<file path="src/rtl/config_loader_pkg.sv">
// Shared definitions for the fabric config loader and the tiles that decode its bus.
// Address layout: [31:16] sub-block id, [15:0] tile id; all-ones is the idle address.
package config_loader_pkg;

    typedef enum logic [2:0] {
        ST_IDLE,
        ST_GET_ADDR,
        ST_GET_DATA,
        ST_DRIVE,
        ST_GAP,
        ST_CHECK,
        ST_DONE
    } state_t;

    localparam logic [15:0] CFG_MAGIC     = 16'hC0F6;
    localparam logic [31:0] CFG_IDLE_ADDR = 32'hFFFF_FFFF;

    localparam logic [15:0] CFG_SB  = 16'd7;
    localparam logic [15:0] CFG_CB0 = 16'd6;
    localparam logic [15:0] CFG_CB1 = 16'd5;
    localparam logic [15:0] CFG_CLB = 16'd4;

    function automatic logic [31:0] cfg_make_addr(input logic [15:0] sub_block,
                                                  input logic [15:0] tile_id);
        return {sub_block, tile_id};
    endfunction

endpackage

</file>
<file path="src/rtl/config_loader_checksum.sv">
// XOR accumulator over a config frame: load on header, fold in each addr/data word.
// Latency: o_match compares the running value against the current word, combinationally.
// Backpressure: none; the loader only strobes it on accepted words.
module config_loader_checksum (
    input  logic        i_clk,
    input  logic        i_rst_n,
    input  logic        i_load,
    input  logic        i_accum,
    input  logic [31:0] i_word,
    output logic        o_match
);

    logic [31:0] r_acc;

    always_ff @(posedge i_clk or negedge i_rst_n) begin
        if (!i_rst_n) begin
            r_acc <= 32'd0;
        end else if (i_load) begin
            r_acc <= i_word;
        end else if (i_accum) begin
            r_acc <= r_acc ^ i_word;
        end
    end

    assign o_match = (r_acc == i_word);

endmodule

</file>
<file path="src/rtl/config_loader.sv">
// Replays a framed valid/ready word stream as single-cycle config bus writes to all tiles.
// Latency: data word accept -> bus valid one cycle later, held HOLD_CYCLES, then GAP_CYCLES idle.
// Backpressure: in_ready only in IDLE/GET_ADDR/GET_DATA(/CHECK); CONFIG_LOADER_CHECKSUM_EN adds a trailer.
module config_loader
    import config_loader_pkg::*;
#(
    parameter int HOLD_CYCLES = 1,
    parameter int GAP_CYCLES  = 1,
    parameter int CNT_W       = 16
) (
    input  logic        clk,
    input  logic        reset,
    input  logic        in_valid,
    input  logic [31:0] in_data,
    output logic        in_ready,
    output logic [31:0] config_addr,
    output logic [31:0] config_data,
    output logic        busy,
    output logic        done,
    output logic        error
);

    localparam logic [15:0] HOLD_LAST = 16'(HOLD_CYCLES - 1);
    localparam logic [15:0] GAP_LAST  = 16'(GAP_CYCLES - 1);

`ifdef CONFIG_LOADER_CHECKSUM_EN
    localparam state_t END_STATE = ST_CHECK;
    localparam logic   END_READY = 1'b1;
`else
    localparam state_t END_STATE = ST_DONE;
    localparam logic   END_READY = 1'b0;
`endif

    state_t             r_state;
    logic [31:0]        r_addr;
    logic [CNT_W-1:0]   r_remaining;
    logic [15:0]        r_hold_cnt;
    logic [15:0]        r_gap_cnt;
    logic               r_in_ready;
    logic [31:0]        r_config_addr;
    logic [31:0]        r_config_data;
    logic               r_busy;
    logic               r_done;
    logic               r_error;

    logic w_accept;
    logic w_magic_ok;

    assign w_accept   = in_valid && r_in_ready;
    assign w_magic_ok = (in_data[31:16] == CFG_MAGIC);

`ifdef CONFIG_LOADER_CHECKSUM_EN
    logic w_cks_load;
    logic w_cks_accum;
    logic w_cks_match;

    assign w_cks_load  = w_accept && (r_state == ST_IDLE) && w_magic_ok;
    assign w_cks_accum = w_accept && ((r_state == ST_GET_ADDR) || (r_state == ST_GET_DATA));

    config_loader_checksum u_checksum (
        .i_clk   (clk),
        .i_rst_n (reset),
        .i_load  (w_cks_load),
        .i_accum (w_cks_accum),
        .i_word  (in_data),
        .o_match (w_cks_match)
    );
`endif

    always_ff @(posedge clk or negedge reset) begin
        if (!reset) begin
            r_state       <= ST_IDLE;
            r_addr        <= 32'd0;
            r_remaining   <= '0;
            r_hold_cnt    <= 16'd0;
            r_gap_cnt     <= 16'd0;
            r_in_ready    <= 1'b0;
            r_config_addr <= CFG_IDLE_ADDR;
            r_config_data <= 32'd0;
            r_busy        <= 1'b0;
            r_done        <= 1'b0;
            r_error       <= 1'b0;
        end else begin
            r_done <= 1'b0;
            case (r_state)
                ST_IDLE: begin
                    r_in_ready <= 1'b1;
                    if (w_accept) begin
                        if (w_magic_ok) begin
                            r_error <= 1'b0;
                            if (in_data[15:0] != 16'd0) begin
                                r_state     <= ST_GET_ADDR;
                                r_busy      <= 1'b1;
                                r_remaining <= CNT_W'(in_data[15:0]);
                            end else begin
                                r_state    <= ST_DONE;
                                r_in_ready <= 1'b0;
                            end
                        end else begin
                            // Bad header is dropped; keep listening for a real one.
                            r_error <= 1'b1;
                        end
                    end
                end

                ST_GET_ADDR: begin
                    if (w_accept) begin
                        r_addr  <= in_data;
                        r_state <= ST_GET_DATA;
                    end
                end

                ST_GET_DATA: begin
                    if (w_accept) begin
                        r_config_addr <= r_addr;
                        r_config_data <= in_data;
                        r_hold_cnt    <= 16'd0;
                        r_in_ready    <= 1'b0;
                        r_state       <= ST_DRIVE;
                    end
                end

                ST_DRIVE: begin
                    if (r_hold_cnt == HOLD_LAST) begin
                        r_config_addr <= CFG_IDLE_ADDR;
                        r_remaining   <= r_remaining - CNT_W'(1);
                        r_gap_cnt     <= 16'd0;
                        if (GAP_CYCLES > 0) begin
                            r_state <= ST_GAP;
                        end else if (r_remaining != CNT_W'(1)) begin
                            r_state    <= ST_GET_ADDR;
                            r_in_ready <= 1'b1;
                        end else begin
                            r_state    <= END_STATE;
                            r_in_ready <= END_READY;
                        end
                    end else begin
                        r_hold_cnt <= r_hold_cnt + 16'd1;
                    end
                end

                ST_GAP: begin
                    if (r_gap_cnt == GAP_LAST) begin
                        if (r_remaining != '0) begin
                            r_state    <= ST_GET_ADDR;
                            r_in_ready <= 1'b1;
                        end else begin
                            r_state    <= END_STATE;
                            r_in_ready <= END_READY;
                        end
                    end else begin
                        r_gap_cnt <= r_gap_cnt + 16'd1;
                    end
                end

`ifdef CONFIG_LOADER_CHECKSUM_EN
                ST_CHECK: begin
                    if (w_accept) begin
                        r_error    <= !w_cks_match;
                        r_in_ready <= 1'b0;
                        r_state    <= ST_DONE;
                    end
                end
`endif

                ST_DONE: begin
                    r_done     <= 1'b1;
                    r_busy     <= 1'b0;
                    r_in_ready <= 1'b1;
                    r_state    <= ST_IDLE;
                end

                default: begin
                    r_state    <= ST_IDLE;
                    r_in_ready <= 1'b1;
                    r_busy     <= 1'b0;
                end
            endcase
        end
    end

    assign in_ready    = r_in_ready;
    assign config_addr = r_config_addr;
    assign config_data = r_config_data;
    assign busy        = r_busy;
    assign done        = r_done;
    assign error       = r_error;

endmodule

</file>
<file path="config.mk">
export PLATFORM = sky130hd
export DESIGN_NAME = config_loader
export DESIGN_NICKNAME = d
export VERILOG_FILES = /design/src/rtl/config_loader_pkg.sv /design/src/rtl/config_loader_checksum.sv /design/src/rtl/config_loader.sv
export SDC_FILE = /design/constraint.sdc
export NUM_CORES = 1
export LEC_CHECK = 0
export BUFFER_PORTS_ARGS = -buffer_cell sky130_fd_sc_hd__buf_4
export CELL_PAD_IN_SITES_DETAIL_PLACEMENT = 1
export CELL_PAD_IN_SITES_GLOBAL_PLACEMENT = 1
export CORE_MARGIN = 2
export CORE_UTILIZATION = 48
export DETAILED_ROUTE_END_ITERATION = 10
export PLACE_DENSITY = 0.86
export SLEW_MARGIN = 20
export SYNTH_ARGS = -nofsm -noshare
export SYNTH_HDL_FRONTEND = slang
export SYNTH_SLANG_ARGS = --single-unit
</file>
<file path="constraint.sdc">
create_clock -name clk -period 6.1 [get_ports clk]
set_input_delay 1.22 -clock clk [delete_from_list [all_inputs] [get_ports clk]]
set_output_delay 1.22 -clock clk [all_outputs]
set_load 0.1 [all_outputs]
</file>
==> After elaboration in Yosys (flattened, before gate mapping) <==
Cells that the tools add are included.
{ "totals": {"register_bits": 151, "out_inout_bits": 68, "wordCells": 88, "input_bits": 35} }
{ "op_classes": {"eq_ne": 15, "reduce_logical": 21, "muxes": 36, "bitwise": 2, "add_sub_neg": 3} }
{ "op_table": {"columns": ["operator", "count"], "rows": [
  ["$mux 16", 8],
  ["$pmux 16 s2", 3],
  ["$mux 32", 2],
  ["$pmux 32 s2", 1],
  ["$add 16x1->16 const B", 2],
  ["$logic_not 16->1", 2],
  ["$reduce_bool 16->1", 2],
  ["$mux 3", 8],
  ["$ne 2x2->1 const B", 9],
  ["$eq 16x16->1 const B", 1],
  ["$sub 16x1->16 const B", 1],
  ["$pmux 3 s5", 1],
  ["$reduce_and 3->1", 4],
  ["$mux 1", 11],
  ["$eq 3x2->1 const B", 2],
  ["$eq 3x3->1 const B", 2],
  ["$reduce_and 2->1", 3],
  ["$reduce_and 6->1", 1],
  ["$reduce_bool 2->1", 3],
  ["$reduce_and 5->1", 1],
  ["$pmux 1 s4", 1],
  ["$reduce_and 4->1", 1],
  ["$reduce_or 4->1", 1],
  ["$eq 3x1->1 const B", 1],
  ["5 further kinds", 6]
]} }

==> Logic depth before layout (Yosys ltp) <==
Gate-level depths: netlist of the first run.
{ "depth": {"ltp_word": 5, "depth_mapped": 9, "mapped_depth_nobuf": 7} }

==> Worst setup path before layout of the first run <==
OpenSTA, ideal clock, no wires.
{ "synth_timing": {"kind": "input to register", "from": "in in_data[16]", "to": "reg r_state[0]", "t_arrival_ns": 2.812, "t_required_ns": 5.975, "slack_ns": 3.164, "setup_time_ns": 0.125, "path_buffers": 1, "cell_stages": 6, "path_cell_list": "or4bb_1 nor4_2 a21o_1 buf_4 o2111ai_1 mux2_2"} }
{ "synth_between": {"elab_chain_cells": 3} }
{ "synth_rtl": {"columns": ["element", "line_no", "text"], "rows": [
  ["start: declaration", "config_loader.sv:14", "input logic [31:0] in_data,"],
  ["$eq 16x16->1", "config_loader.sv:50", "assign w_magic_ok = (in_data[31:16] == CFG_MAGIC);"],
  ["$ne 2x2->1 (no line)", null, null],
  ["$reduce_and 6->1 (no line)", null, null],
  ["end signal: assignment", "config_loader.sv:72", "r_state <= ST_IDLE;"],
  ["end signal: assignment", "config_loader.sv:92", "r_state <= ST_GET_ADDR;"],
  ["end signal: assignment", "config_loader.sv:96", "r_state <= ST_DONE;"],
  ["end: declaration", "config_loader.sv:34", "state_t r_state;"]
]} }
No other way between the ends.
A chain may end at the register's enable or synchronous reset.

==> Worst setup path after layout of the first run <==
{ "layout_timing": {"from": "in in_data[16]", "to": "reg r_remaining[5]"} }
{ "layout_between": {"elab_chain_cells": 3} }
{ "layout_rtl": {"columns": ["element", "line_no", "text"], "rows": [
  ["$eq 16x16->1", "config_loader.sv:50", null],
  ["$ne 2x2->1 (no line)", null, null],
  ["$reduce_and 5->1 (no line)", null, null],
  ["end signal: assignment", "config_loader.sv:94", "r_remaining <= CNT_W'(in_data[15:0]);"],
  ["end signal: assignment", "config_loader.sv:126", "r_remaining <= r_remaining - CNT_W'(1);"],
  ["end: declaration", "config_loader.sv:36", "logic [CNT_W-1:0] r_remaining;"]
]} }
No other way between the ends.

==> results of run 1 <==
[state kept, by name (all words and copies together) (netlist names)]
signal and count:
done 1, error 1, in_ready 1, config_data 32, r_state 3, r_hold_cnt 16
r_remaining 16, config_addr 32, r_addr 32, busy 1, r_gap_cnt 16
[cell type report]
type / instances / share of cell area (%)
Sequential cell: 151 / 44.8
Clock buffer: 22 / 5.68
Multi-Input combinational cell: 450 / 35.4
Clock inverter: 10 / 1.10
Tap cell: 184 / 2.70
Timing Repair Buffer: 109 / 9.64
Inverter: 15 / 0.661
[worst max-delay path by stage]
stage / start / end / slack (ns) / depth (start not counted)
global placement: in_data[16] / r_remaining[0] / 2.25 / 6
CTS: in_data[16] / r_remaining[5] / 2.49 / 6
floorplan: in_data[16] / r_state[0] / 3.16 / 6
finish: in_data[16] / r_remaining[5] / 2.36 / 6
detailed placement: in_data[16] / r_remaining[1] / 2.12 / 6
global route: in_data[16] / r_remaining[5] / 2.28 / 6
[cell families (layout without fill, tap and decap cells)]
| group | after synthesis | count (layout) |
|---|---|---|
| AND/OR/NAND/NOR | 214 | 214 |
| flip-flops | 151 | 151 |
| AO/OA/AOI/OAI | 148 | 148 |
| multiplexers | 70 | 70 |
| buffers and inverters | 55 | 156 |
| XOR/XNOR | 13 | 13 |
| adder cells (fa/ha/maj) | 5 | 5 |
[layer usage]
layer | track usage, % | share of wire, % | wire length (um)
met3 | 5.61 | 4.8 | 1050
met5 | 0 | 0 | 0
met4 | 13.2 | 3.2 | 703
met2 | 47.6 | 51 | 11100
met1 | 36.2 | 41 | 9020
[metrics by stage]
step / instance area (um^2) / setup WS (ns)
after global routing: 8520 / 2.28
after global placement: 7940 / 2.25
after detailed placement: 7940 / 2.12
after CTS: 8520 / 2.49
final: 8520 / 2.36
after floorplan: 7040 / 3.16
[cells in the final DEF (no fill, tap or decap), types with 6 or more instances in the layout]
cell       instances
a31oi_1           19
o31ai_1           10
a21oi_1           21
buf_4            108
o311ai_0           7
nor3_1            10
and3_1             6
o41ai_1            8
dfstp_2           32
nor4_1            12
mux2_2            65
inv_1             15
nand3_1           14
nor2_1            58
xor2_1            13
o21ai_0           51
clkbuf_16         17
o2111ai_1          6
or4_1              7
nand4_1            8
dfrtp_1          119
nand2_1           60
[worst max-delay path, delay by kind of cell]
family                 cells  cell delay [ns]
buffers and inverters      1             0.12
AOI/OAI and AO/OA          2             0.91
and+or+nand+nor            3             1.74
==> flow_metrics.tcl, run 1 <==
set metrics [dict create \
    status "complete, no violations" \
    min_period_over_period_pct 61.3 \
    worstPathCellList "buf_4 -> or4bb_1 -> nor4_2 -> a21o_1 -> and2_1 -> a21oi_1" \
    syn_nets 696 \
    core_mm2 0.0144 \
    r2r_cells 7 \
    hpwl_um 13500 \
    yosys_warnings 0 \
    numCtsBuffers 17 \
    syn_to_final_growth_pct 21.0 \
    cts_hold_buf 0 \
    r2r_start "r_hold_cnt[0]" \
    portBuffers 102 \
    grt.overflow.total 0 \
    synth_top_cell_by_area "dfrtp_1" \
    final.setup.tns_ns 0 \
    cts.clk_slew.worst_paths_ns 0.06 \
    hold_start "r_addr[2]" \
    slew_viol_final 0 \
    cp.arrival_ns 4.00 \
    synth_simple_gate_area_share_pct 15.2 \
    netlist_area_mm2 0.00704 \
    cap_violations 0 \
    worstPathRequired_ns 6.36 \
    cts_resized 0 \
    critical_path_class "primary input to flip-flop" \
    synth_top_area_share_pct 42.3 \
    clk_latency_ns 0.44 \
    min_path_cells 2 \
    fin_cells 941 \
    cts_tree "done" \
    ctsRootBufferMaster "clkbuf_16" \
    track_usage_pct 28.6 \
    cts.path.max_buffers 2 \
    synth_edf_count 0 \
    synth_flop_cell "dfrtp_1" \
    fin_skew_ns 0.0107 \
    clkSinkCount 151 \
    die_w_um 125 \
    synth_compound_area_share_pct 13.7 \
    synth_top_family_by_area "simple AND/OR/NAND/NOR gates" \
    synth.avg_cell_area_um2 10.7 \
    vias 5846 \
    synthAdderAreaFrac_pct 0.888 \
    dieArea_mm2 0.0157 \
    drcViolationCount 0 \
    max_slew_margin_pct 30.0 \
    ys_types 56 \
    htreeDepth 4 \
    hold_violations 0 \
    multi_input_area_mm2 0.00302 \
    cp_slowest_cell "a21o_1" \
    yosysSeqAreaShare_pct 54.2 \
    min_path_type "flip-flop to flip-flop" \
    syn_inst 656 \
    worstMarginPinSlew_ns 1.05 \
    ys_seq_elements 151 \
    hold_ws_ns 0.490 \
    grt_pass1_vias 6248 \
    firstDrtPassIters 4 \
    postCtsSetupBuffers 0 \
    drtAntennaViolNets 0 \
    max_freq_mhz 267 \
    ioPinCount 103 \
    wl_per_cell_um 23.3 \
    die_h_um 125 \
    initial_core_util_pct 48.8 \
    final_nets 784 \
    cp-end-kind "flip-flop" \
    cp_max_fo 20 \
    rsz0062_at_grt "false" \
    fillers 1560 \
    async_reset_ff_share_pct 100 \
    crit_path_start_kind "primary input" \
    antenna_found_initial 0 \
    synth.area.top_cells "dfrtp_1 42%, dfstp_2 12%, mux2_2 10%" \
    gp_congestion 0.834 \
    ff2ff_setup_slack_ns 3.01 \
    finalWirelength_um 21900 \
    drt_iter0_drc 446 \
    std_cell_rows 44 \
    synth_xor_area_share_pct 1.62 \
    drive_gt1_share_pct 33.4 \
    cp_slowest_stage_delay_ns 0.69 \
    hold_path_end "config_addr[2]" \
    grt_pass1_wl_um 35200 \
    yosys-mux-area-fraction_pct 11.2 \
    grt_max_degree 108 \
    post_drt_via_cell_ratio 6.21 \
    min_period_ns 3.74 \
    yosysMostFrequentCell "dfrtp_1" \
    ys_top_cells_by_count "119 x dfrtp_1, 65 x mux2_2, 60 x nand2_1, 60 x nor2_1, 51 x o21ai_0" \
    finish.utilization_pct 59.1 \
    antennaDiodeCount 0 \
    timing.rr.end "r_remaining[5]" \
    regArea_mm2 0.00382 \
    setup_viol 0 \
    dp.cells 909 \
]
Power of run 1 is not shown: default switching activity piles up to over one toggle a cycle in this logic, so the estimate is an artifact.
==> run 2, diff against run 1 <==
--- a/config.mk
+++ b/config.mk
@@ -5,13 +5,14 @@
 export SDC_FILE = /design/constraint.sdc
 export NUM_CORES = 1
 export LEC_CHECK = 0
+export ABC_AREA = 1
 export BUFFER_PORTS_ARGS = -buffer_cell sky130_fd_sc_hd__buf_4
 export CELL_PAD_IN_SITES_DETAIL_PLACEMENT = 1
 export CELL_PAD_IN_SITES_GLOBAL_PLACEMENT = 1
 export CORE_MARGIN = 2
-export CORE_UTILIZATION = 48
+export CORE_UTILIZATION = 42
 export DETAILED_ROUTE_END_ITERATION = 10
-export PLACE_DENSITY = 0.86
+export PLACE_DENSITY = 0.81
 export SLEW_MARGIN = 20
 export SYNTH_ARGS = -nofsm -noshare
 export SYNTH_HDL_FRONTEND = slang
==> constraint.sdc (replaced) <==
create_clock -name clk -period 3.6 [get_ports clk]
set_input_delay 0.72 -clock clk [delete_from_list [all_inputs] [get_ports clk]]
set_output_delay 0.72 -clock clk [all_outputs]
set_load 0.1 [all_outputs]
==> flow_metrics.tcl, run 2 <==
set metrics [dict create \
    multi_input_area_mm2 0.00324 \
    cts.path.max_buffers 2 \
    htreeDepth 4 \
    postCtsSetupBuffers 0 \
    cap_violations 0 \
    critPathBufInv 1 \
    worstMarginPinSlew_ns 0.884 \
    cp_slowest_cell "nand2_2" \
    initial_core_util_pct 43.3 \
    cts_hold_buf 0 \
    cp.arrival_ns 2.90 \
    cpMostUsedCell "nor2_1" \
    vias 6870 \
    cts_resized 0 \
    track_usage_pct 24.1 \
    grt_max_degree 97 \
    wl_met2_um 10800 \
    min_period_over_period_pct 70.7 \
    clk_latency_ns 0.44 \
    async_reset_ff_share_pct 100 \
    synth_top_area_share_pct 39.5 \
    syn_to_final_growth_pct 19.8 \
    grt_pass1_wl_um 35700 \
    ioPinCount 103 \
    fillers 2176 \
    min_path_type "primary input to async pin" \
    cp_slowest_stage_delay_ns 0.57 \
    top_layer "met4" \
    ctsRootBufferMaster "clkbuf_16" \
    synth_edf_count 0 \
    grt.overflow.total 0 \
    worstPathCellList "nor2_4 -> nand2_4 -> inv_2 -> nand3_2 -> nand2_2 -> nor2_1 -> nor2_1" \
    yosysSeqAreaShare_pct 50.7 \
    ys_seq_elements 151 \
    clkSinkCount 151 \
    synth.avg_cell_area_um2 7.64 \
    status "complete, no violations" \
    drtAntennaViolNets 0 \
    wl_met3_um 914 \
    synth.area.top_cells "dfrtp_1 40%, nand2_1 16%, dfstp_2 11%" \
    cts_tree "done" \
    rsz0062_at_grt "false" \
    max_slew_margin_pct 41.1 \
    drt_iter0_drc 319 \
    numCtsBuffers 17 \
    cp_max_fo 32 \
    syn_inst 987 \
    post_drt_via_cell_ratio 5.21 \
    critical_path_class "flip-flop to flip-flop" \
    hpwl_um 15200 \
    core_mm2 0.0174 \
    synth_flop_cell "dfrtp_1" \
    die_h_um 138 \
    dieArea_mm2 0.0190 \
    final_cell_mix "314 x nand2_1, 184 x nor2_1, 119 x dfrtp_1" \
    yosysMostFrequentCell "nand2_1" \
    die_w_um 138 \
    min_period_ns 2.55 \
    ys_top_cells_by_count "314 x nand2_1, 184 x nor2_1, 119 x dfrtp_1" \
    portBuffers 102 \
    wl_met1_um 9690 \
    dp.cells 1287 \
    cp-end-kind "flip-flop" \
    firstDrtPassIters 4 \
    yosys_warnings 0 \
    synth_top_cell_by_area "dfrtp_1" \
    syn_nets 1027 \
    ys_types 36 \
    final.setup.tns_ns 0 \
    hold_violations 0 \
    final_nets 1121 \
    drive_gt1_share_pct 19.0 \
    wl_per_cell_um 16.5 \
    fin_skew_ns 0.0125 \
    drcViolationCount 0 \
    setup_viol 0 \
    crit_path_start_kind "flip-flop" \
    finalWirelength_um 21800 \
    final_common_cell "nand2_1" \
    critPathTopFamily "simple AND/OR/NAND/NOR gates" \
    grt_pass1_vias 7189 \
    antenna_found_initial 0 \
    gp_congestion 0.866 \
    cts.clk_slew.worst_paths_ns 0.07 \
    netlist_area_mm2 0.00754 \
    antennaDiodeCount 0 \
    std_cell_rows 48 \
    slew_viol_final 0 \
    worstPathRequired_ns 3.96 \
    fin_cells 1319 \
    regArea_mm2 0.00382 \
    max_freq_mhz 393 \
]
[run 2: metrics by stage]
stage	util [%]	area, um^2	worst slack [ns]	hold slack, ns
floorplan	-	7540	1.53	0.424
global route	51.8	9030	0.836	0.370
finish	51.8	9030	1.05	0.295
CTS	51.8	9030	1.01	0.334
detailed placement	48.6	8470	1.02	0.474
global placement	48.6	8470	1.11	0.466
[run 2: path summary, 6_finish.rpt]
| kind | from | endpoint | slack [ns] | cells past startpoint |
|---|---|---|---|---|
| max in group asynchronous | reset | r_addr[19] | 2.47 | 2 |
| min | reset | r_hold_cnt[12] | 0.29 | 1 |
| max reg2reg | r_state[2] | config_addr[15] | 1.05 | 7 |
| min in group clk | config_data[30] | config_data[30] | 0.49 | 2 |
| min reg2reg | config_data[30] | config_data[30] | 0.49 | 2 |
| max | r_state[2] | config_addr[15] | 1.05 | 7 |
[run 2: layout make-up]
| class | instances | share of cell area (%) |
|---|---|---|
| Clock buffer | 17 | 4.71 |
| Clock inverter | 15 | 1.48 |
| Multi-Input combinational cell | 720 | 35.8 |
| Sequential cell | 151 | 42.3 |
| Inverter | 84 | 3.49 |
| Timing Repair Buffer | 107 | 9.08 |
| Tap cell | 225 | 3.12 |
[run 2: cells by family (layout without fill, tap and decap cells)]
group,Yosys count,count (layout),share of synthesized area [%]
AOI/OAI and AO/OA,96,96,6.66
xor gates and xnor gates,11,11,1.28
adders and majority gates,5,5,0.830
buffers and inverters,116,223,6.61
DFF,151,151,50.7
muxes,1,1,0.149
and+or+nand+nor,607,607,33.8
[run 2: layer usage]
| metal | vias up | GRT usage (%) |
|---|---|---|
| met5 | - | 0 |
| met4 | 0 | 6.92 |
| met3 | 31 | 4.24 |
| met2 | 130 | 41.8 |
| met1 | 3415 | 30.9 |
| li1 | 3294 | - |
Power of run 2 is left out for the same reason.
==> run 3, diff against run 2 <==
--- a/config.mk
+++ b/config.mk
@@ -5,14 +5,14 @@
 export SDC_FILE = /design/constraint.sdc
 export NUM_CORES = 1
 export LEC_CHECK = 0
-export ABC_AREA = 1
+export ABC_AREA = 0
 export BUFFER_PORTS_ARGS = -buffer_cell sky130_fd_sc_hd__buf_4
 export CELL_PAD_IN_SITES_DETAIL_PLACEMENT = 1
 export CELL_PAD_IN_SITES_GLOBAL_PLACEMENT = 1
 export CORE_MARGIN = 2
-export CORE_UTILIZATION = 42
+export CORE_UTILIZATION = 41
 export DETAILED_ROUTE_END_ITERATION = 10
-export PLACE_DENSITY = 0.81
+export PLACE_DENSITY = 0.79
 export SLEW_MARGIN = 20
 export SYNTH_ARGS = -nofsm -noshare
 export SYNTH_HDL_FRONTEND = slang
==> constraint.sdc (replaced) <==
create_clock -name clk -period 2.3 [get_ports clk]
set_input_delay 0.46 -clock clk [delete_from_list [all_inputs] [get_ports clk]]
set_output_delay 0.46 -clock clk [all_outputs]
set_load 0.1 [all_outputs]
==> flow_metrics.tcl, run 3 (same netlist as run 1, synthesis figures left out) <==
set metrics [dict create \
    setup_ws_ns 0.0502 \
    crit_end "r_remaining[7]" \
    firstDrtPassIters 5 \
    worstMarginPinSlew_ns 0.663 \
    drive_gt1_share_pct 37.2 \
    final.setup.tns_ns 0 \
    gp_congestion 0.860 \
    final_cell_mix "130 x buf_4, 118 x dfrtp_1, 65 x mux2_2" \
    antennaDiodeCount 0 \
    cts_tree "done" \
    hold_violations 0 \
    worstPathRequired_ns 2.60 \
    min_period_over_period_pct 97.8 \
    cp.arrival_ns 2.55 \
    multi_input_area_mm2 0.00308 \
    finalInstanceArea_mm2 0.00899 \
    critical_path_class "flip-flop to flip-flop" \
    dieArea_mm2 0.0182 \
    final_common_cell "buf_4" \
    max_slew_margin_pct 55.5 \
    clk_latency_ns 0.43 \
    slew_viol_final 0 \
    core_mm2 0.0167 \
    die_w_um 135 \
    fillers 1828 \
    cts.path.max_buffers 2 \
    cp_max_fo 5 \
    startpoint "r_remaining[0]" \
    die_h_um 135 \
    status "complete, no violations" \
    min_path_type "primary input to flip-flop" \
    drtAntennaViolNets 0 \
    finalWirelength_um 20600 \
    grt_pass1_vias 6375 \
    crit_path_start_kind "flip-flop" \
    vias 5859 \
    antenna_found_initial 0 \
    drcViolationCount 0 \
    wl_per_cell_um 20.5 \
    grt_pass1_wl_um 33600 \
    fin_skew_ns 0.0119 \
    grt.overflow.total 0 \
    regArea_mm2 0.00382 \
    cap_violations 0 \
    cts.clk_slew.worst_paths_ns 0.06 \
    setup_viol 0 \
    htreeDepth 4 \
    dpl_worst_slack_ns -0.126 \
    grt_max_degree 64 \
    track_usage_pct 23.5 \
    r2r_cells 5 \
    r2r_start "r_remaining[0]" \
    final_nets 816 \
    hpwl_um 13900 \
    min_period_ns 2.25 \
    clkSinkCount 151 \
    syn_to_final_growth_pct 27.7 \
    ctsRootBufferMaster "clkbuf_16" \
    portBuffers 102 \
    place_area_mm2 0.00833 \
    ioPinCount 103 \
    initial_core_util_pct 42.2 \
    std_cell_rows 47 \
    max_freq_mhz 444 \
    ff2ff_setup_slack_ns 0.05 \
    cp-end-kind "flip-flop" \
    postCtsSetupBuffers 0 \
    post_drt_via_cell_ratio 5.81 \
    drt_iter0_drc 432 \
    timing.rr.end "r_remaining[7]" \
    numCtsBuffers 17 \
]
==> run 3: cell count changes in the layout (fill, tap and decap cells not counted), moves of 8 or more <==
cell,change
nand2_1,-254
nor2_1,-125
mux2_2,+64
inv_1,-63
nand3_1,-36
o21ai_0,-31
buf_4,+25
a31oi_1,+19
a21oi_1,+18
nor4_1,+9
buf_12,+8
nand3b_1,-8
o31ai_1,+8
==> run 3: worst max-delay path, stage by stage (launching register included) <==
cell and delay (ns):
dfrtp_1 0.42, or4_4 0.58, or3_1 0.40, or4b_1 0.50, o21ai_0 0.10, a21oi_1 0.12
==> run 3: stage by stage <==
step           util (%)  hold slack, ns  cells
2_1_floorplan         -           0.164    656
3_3_place_gp       49.9           0.429    976
3_5_place_dp       49.9           0.436    976
4_1_cts            53.5           0.267   1008
5_1_grt            53.9           0.273   1008
6_report           53.9           0.280   1008
==> run 3: layout make-up <==
type / count / area share, %
clock inverter: 10 / 1.35
tap: 220 / 3.06
multi-input combinational: 450 / 34.3
clock buffer: 21 / 5.12
inverter: 15 / 0.626
sequential: 151 / 42.5
timing repair buffer: 141 / 13.1
==> run 3: repair_timing <==
item                                    CTS  global route
pin swaps                                 0             1
hold buffers                              1             0
hold endpoints to repair                 30             0
gates resized for setup                   3            11
endpoints found under the setup margin    3            30
==> run 3: worst min-delay path by stage <==
stage                      from              end  slack [ns]  cells after the start
global placement          reset    r_hold_cnt[2]        0.43                      1
finish              in_data[29]  config_data[29]        0.28                      2
floorplan                 reset             busy        0.16                      0
detailed placement        reset    r_hold_cnt[2]        0.44                      1
CTS                 in_data[19]       r_addr[19]        0.27                      2
global route        in_data[19]       r_addr[19]        0.27                      2
==> run 3: layer usage <==
layer / routed length (um) / track usage (%) / share of wire [%]
met1: 8900 / 29.6 / 43
met2: 10200 / 38.6 / 49
met3: 995 / 6.08 / 4.8
met4: 539 / 9.61 / 2.6
met5: 0 / 0 / 0
Power of run 3 is left out for the same reason.
